**src/rtl/key_expand_ctrl.sv**
```systemverilog
// Sequencer for the single-round AES-128 key schedule datapath: steps rounds 1..NUM_ROUNDS,
// captures every round key in a register file and serves them through a registered read port.
`timescale 1ns/1ps
module key_expand_ctrl #(
  parameter int unsigned NUM_ROUNDS = 10,
  parameter int unsigned KEY_W      = 128
) (
  input  logic             clk,
  input  logic             rst,
  input  logic             start,
  input  logic [KEY_W-1:0] key_in,
  output logic [KEY_W-1:0] ks_key,
  output logic [3:0]       ks_rnum,
  input  logic [KEY_W-1:0] ks_key_next,
  output logic             busy,
  output logic             done,
  output logic             keys_valid,
  input  logic [3:0]       rd_idx,
  output logic [KEY_W-1:0] rd_key
);

  localparam int unsigned NUM_SLOTS = NUM_ROUNDS + 1;
  localparam int unsigned RNUM_W    = 4;

  typedef enum logic {IDLE, EXPAND} stateT;

  stateT            state;
  stateT            stateNext;
  logic             accept;
  logic             stepRound;
  logic             lastRound;
  logic [KEY_W-1:0] slots [NUM_SLOTS];

  // State register
  always_ff @(posedge clk or posedge rst) begin
    if (rst) state <= IDLE;
    else     state <= stateNext;
  end

  // Next-state and round-step decode
  always_comb begin
    stateNext = state;
    accept    = 1'b0;
    stepRound = 1'b0;
    lastRound = 1'b0;
    case (state)
      IDLE: begin
        if (start) begin
          accept    = 1'b1;
          stateNext = EXPAND;
        end
      end
      EXPAND: begin
        stepRound = 1'b1;
        if (ks_rnum == RNUM_W'(NUM_ROUNDS)) begin
          lastRound = 1'b1;
          stateNext = IDLE;
        end
      end
      default: stateNext = IDLE;
    endcase
  end

  // Working key, round counter and status flags
  always_ff @(posedge clk or posedge rst) begin
    if (rst) begin
      ks_key     <= '0;
      ks_rnum    <= '0;
      busy       <= 1'b0;
      done       <= 1'b0;
      keys_valid <= 1'b0;
    end else begin
      busy <= (stateNext == EXPAND);
      done <= lastRound;
      if (accept) begin
        ks_key     <= key_in;
        ks_rnum    <= RNUM_W'(1);
        keys_valid <= 1'b0;
      end else if (stepRound) begin
        ks_key <= ks_key_next;
        if (lastRound) begin
          ks_rnum    <= '0;
          keys_valid <= 1'b1;
        end else begin
          ks_rnum <= RNUM_W'(ks_rnum + RNUM_W'(1));
        end
      end
    end
  end

  // Round-key register file; slot 0 holds the cipher key
  always_ff @(posedge clk or posedge rst) begin
    if (rst) begin
      for (int i = 0; i < int'(NUM_SLOTS); i++) slots[i] <= '0;
    end else if (accept) begin
      slots[0] <= key_in;
    end else if (stepRound) begin
      slots[ks_rnum] <= ks_key_next;
    end
  end

  // Registered read port; the read samples the pre-edge contents
  always_ff @(posedge clk or posedge rst) begin
    if (rst)                                rd_key <= '0;
    else if (rd_idx <= RNUM_W'(NUM_ROUNDS)) rd_key <= slots[rd_idx];
    else                                    rd_key <= '0;
  end

endmodule
```
**config.mk**
```make
export PLATFORM = sky130hd
export DESIGN_NAME = key_expand_ctrl
export DESIGN_NICKNAME = d
export VERILOG_FILES = /design/src/rtl/key_expand_ctrl.sv
export SDC_FILE = /design/constraint.sdc
export NUM_CORES = 2
export LEC_CHECK = 0
export ABC_CLOCK_PERIOD_IN_PS = 67200
export BUFFER_PORTS_ARGS = -buffer_cell sky130_fd_sc_hd__buf_4
export CORE_AREA = 2 2 412 414
export CTS_CLUSTER_SIZE = 24
export DETAILED_ROUTE_END_ITERATION = 12
export DIE_AREA = 0 0 414 416
export PLACE_DENSITY = 0.64
export SYNTH_ARGS = -nofsm -noshare
export SYNTH_HDL_FRONTEND = slang
export SYNTH_SLANG_ARGS = --single-unit
```
**constraint.sdc**
```tcl
create_clock -name clk -period 67.2 [get_ports clk]
set_clock_uncertainty 0.15 [all_clocks]
set_input_delay 16.8 -clock clk [delete_from_list [all_inputs] [get_ports clk]]
set_output_delay 16.8 -clock clk [all_outputs]
set_load 0.02 [all_outputs]
```
### After elaboration in Yosys (flattened, before gate mapping)

Cells that the tools add are included.

* output and inout bits: 263
* register bits after elaboration: 1671
* input port bits: 263
* logic and storage cells: 56

* equality and inequality tests: 1
* $add $sub $neg: 1
* multiplexer cells: 24
* magnitude comparators: 4
* reductions and logical operators: 5
* bitwise operators: 4

Operators with widths (number)
* $bwmux W1408: 1
* $mux W1408: 1
* $mux W128: 7
* $bmux W128 S4: 1
* $demux W128 S4: 1
* $mux W4: 3
* $ge A5 B5 Y1 const B: 2
* $not A4 Y5: 2
* $mux W1: 9
* $lt A5 B1 Y1 const B: 1
* $add A4 B1 Y4 const B: 1
* $eq A4 B4 Y1 const B: 1
* $le A4 B4 Y1 const B: 1
* $reduce_and A2 Y1: 2
* $reduce_bool A2 Y1: 2
* $not A1 Y1: 2
* $pmux W1 S2: 1
* $logic_and A1 B1 Y1: 1

### Longest topological paths before layout

* word-level depth: 8
* gate-level depth with buffers: 8
* mapped depth without buffers: 6

### Worst setup path after synthesis

OpenSTA, ideal clock, no wires.

* path kind: input -> register
* start point: in start
* end point: reg slots[1280] in the netlist's numbering
* data arrival time: 18.168 ns
* path slack: 48.758 ns
* path buffers: 3
* data required time: 66.925 ns
* stages: 6
* library setup time: 0.125 ns
* path through: buf_2 nor2b_1 buf_2 buf_2 mux2_2 mux2_2

* longest elaborated chain between the ends: 3
* elaborated cells on any way between the ends: 4
* those cells by class: mux (3); reduce/logical (1)

RTL lines
* start: declaration: RTL line 10 `input logic start,`
* $mux W1 (*): RTL line 48 `if (start) begin`
* $mux W1 (*): RTL line 46 `case (state)`
* $mux W128 or $reduce_bool A2 Y1 (tied branches)
* end signal: indexed assignment: RTL line 98 `slots[ks_rnum] <= ks_key_next;`
* end: declaration: RTL line 32 `logic [KEY_W-1:0] slots [NUM_SLOTS];`

Every way passes the cells marked *; elsewhere a longest branch is shown, timed or not.
A chain may end at the register's enable or synchronous reset.

==> key figures <==
Run status
  – Status: finished clean

Logic synthesis
  – Cell count after synthesis: 5444
  – Dominant synthesized flop cell: dfrtp_1
  – Post-synth net total: 5711
  – Number of synthesized register bits: 1671
  – Sequential area share after synthesis: 55.6%
  – Post-synthesis cell type count: 34
  – Asr flop ratio synth: 100%
  – Syn_area_per_cell: 13.8 µm²
  – EDFF count, synth: 0
  – Yosys Warn Count: 0
  – Synth Cell Area: 0.0752 mm²

Timing
  – Period minus WS final: 21.23 ns
  – Fin Setup TNS: 0 ns
  – Fin crit share: 31.6%
  – Hold Slack: 0.323 ns
  – Worst Tran Pin Value: 1.19 ns
  – Final Hold Viols: 0
  – Final worst slack: 45.97 ns
  – Fmax: 47.1 MHz
  – RSZ-0062 raised after global routing: no
  – Final setup vio count: 0
  – Final Slew Violations: 0
  – Rel. slew slack: 20.6%

Worst hold path
  – Worst hold path type: reg -> reg

Setup path
  – Worst setup SP type: input port
  – Type of the worst setup path: in -> async
  – Critical path required time: 67.82 ns
  – Crit-path max FO: 163
  – CP endpoint kind: async pin
  – Worst EP arrival: 21.84 ns

Final layout
  – Fin nets: 5974
  – Most common cell after layout, fill and taps aside: dfrtp_1
  – Synthesis-to-finish area growth: 14.5%
  – Fillers: 14400
  – Most frequent cells in the layout: 1670 x dfrtp_1, 1408 x mux2_2, 593 x buf_4
  – Share of cells above drive strength 1: 41.5%
  – Final instance area: 0.0861 mm²

Clock tree
  – Worst-Skew Late Latency: 0.81 ns
  – Cts bufs inserted: 179
  – Clock Sinks: 1671
  – CTS H-Tree Depth: 4
  – Post_cts resized: 0
  – CTS Hold Bufs: 0
  – CTS tree: done
  – Clk root buf: clkbuf_16
  – Clock slew at reported path FFs: 0.05 ns
  – Postcts setup bufs: 0
  – Max Root-Sink Buffers: 3

Drt
  – DR top layer: met5
  – Antenna Nets Post-Route: 0
  – Vias per cell: 5.71
  – Vias: 46100
  – Met1 wire length: 90300 µm
  – Metal3 WL: 7810 µm
  – WL met2: 101000 µm
  – Drt total wl: 205000 µm
  – DRC Markers: 0
  – DRT iter0 DRCs: 3008
  – Drt wl/cell: 25.4 µm
  – First-pass iteration count of the detailed router: 7

Floorplanning
  – Chip Width: 414 µm
  – Core Region: 0.168 mm²
  – I/O Pins: 526
  – Initial core utilization: 44.7%
  – Die Y-Extent: 416 µm
  – Die ar.: 0.172 mm²
  – Cell row count: 151

Placed design
  – Final HPWL DP: 114000 µm
  – GP Congestion: 0.762
  – Pre-CTS setup slack: 44.93 ns
  – Placed Area: 0.0803 mm²
  – Port Buffers: 525

Global routing
  – GR Overflow Total: 0
  – First-pass GRT wire length: 313000 µm
  – Vias in the first global route: 48500
  – Initial antenna violation count: 3
  – GR Util All Layers: 23.7%
  – Largest net degree at the start of global routing: 181

Run
  – MaxCap Viol Count: 0

Pwr
  – VDD IR-drop max: 0.0000240 V
  – Total power: 3.97 mW
  – Leakage power: 38.1 nW
  – Power Dens Cells: 46.1 mW/mm²
-- synth_stat cells, drive strengths merged (2+ instances only) --
| master | instances | area, µm² |
|---|---|---|
| a22o | 128 | 1120 |
| nor3 | 2 | 10.0 |
| a211oi | 2 | 15.0 |
| o21ai | 129 | 646 |
| mux2i | 512 | 5120 |
| nand3 | 6 | 30.0 |
| mux4 | 128 | 2880 |
| dfrtp | 1671 | 41800 |
| clkbuf | 281 | 1070 |
| a221oi | 128 | 1120 |
| buf | 245 | 1440 |
| nand2 | 515 | 1930 |
| ha | 4 | 50.1 |
| nand2b | 130 | 813 |
| inv | 5 | 18.8 |
| mux2 | 1408 | 15900 |
| nor2b | 6 | 37.5 |
| nor2 | 6 | 22.5 |
| o2bb2ai | 128 | 1120 |
-- state kept, by name, indices dropped and copies added, names as in the netlist --
name        cells
slots        1408
rd_key        128
done            1
keys_valid      1
ks_rnum         4
ks_key        128
busy            1
-- final timing paths --
path / start / to / slack [ns] / cells after the start
max: rst / slots[1319]$_DFFE_PP0P_ / 45.97 / 7
min reg2reg: slots[22]$_DFFE_PP0P_ / slots[22]$_DFFE_PP0P_ / 0.32 / 2
min: slots[22]$_DFFE_PP0P_ / slots[22]$_DFFE_PP0P_ / 0.32 / 2
min in group asynchronous: rst / slots[1001]$_DFFE_PP0P_ / 15.99 / 2
max in group clk: rd_idx[0] / rd_key[102]$_DFF_PP0_ / 47.42 / 7
max reg2reg: busy$_DFF_PP0_ / slots[941]$_DFFE_PP0P_ / 63.04 / 6
-- per-stage QoR --
stage | std cells | util [%]
6_report | 8063 | 51.2
2_1_floorplan | 5444 | -
3_5_place_dp | 7744 | 47.8
4_1_cts | 8062 | 51.2
5_1_grt | 8062 | 51.2
3_3_place_gp | 7744 | 47.8
-- cell type report --
class	count	area (µm²)	area share, %
multi-input combinational	3241	31000	36.0
inverter	6	35.0	0.0407
tap	2218	2780	3.22
timing repair buffer	608	4720	5.48
clock buffer	277	5350	6.22
sequential	1671	41800	48.6
clock inverter	41	429	0.498
antenna	1	2.50	0.00291
-- where the power goes --
| part | internal (mW) | total (mW) | switching, mW | leakage [nW] |
|---|---|---|---|---|
| registers | 1.49 | 1.74 | 0.251 | 19.7 |
| logic | 0.699 | 1.25 | 0.554 | 15.5 |
| clock network | 0.566 | 0.972 | 0.407 | 2.86 |
| total | 2.76 | 3.97 | 1.21 | 38.1 |
-- cells by family after synthesis --
kind of cell    share of synthesized area [%]
buf+inv                                  3.36
mux                                      31.7
flops                                    55.6
compound gates                           5.40
fa+ha+maj                              0.0666
simple gates                             3.82
-- layer usage --
metal  global-route usage, %  up-vias
li1                        -    20200
met1                    31.9    24600
met2                    39.6      985
met3                    3.43      328
met4                    7.72        2
met5                       0        -
-- worst max-delay path: stages --
cell    delay, ns
buf_4        0.13
inv_8        0.53
buf_4        0.76
buf_4        0.72
buf_12       0.66
buf_4        0.89
buf_4        0.94
Note: power is estimated with default switching activity, not from simulation.
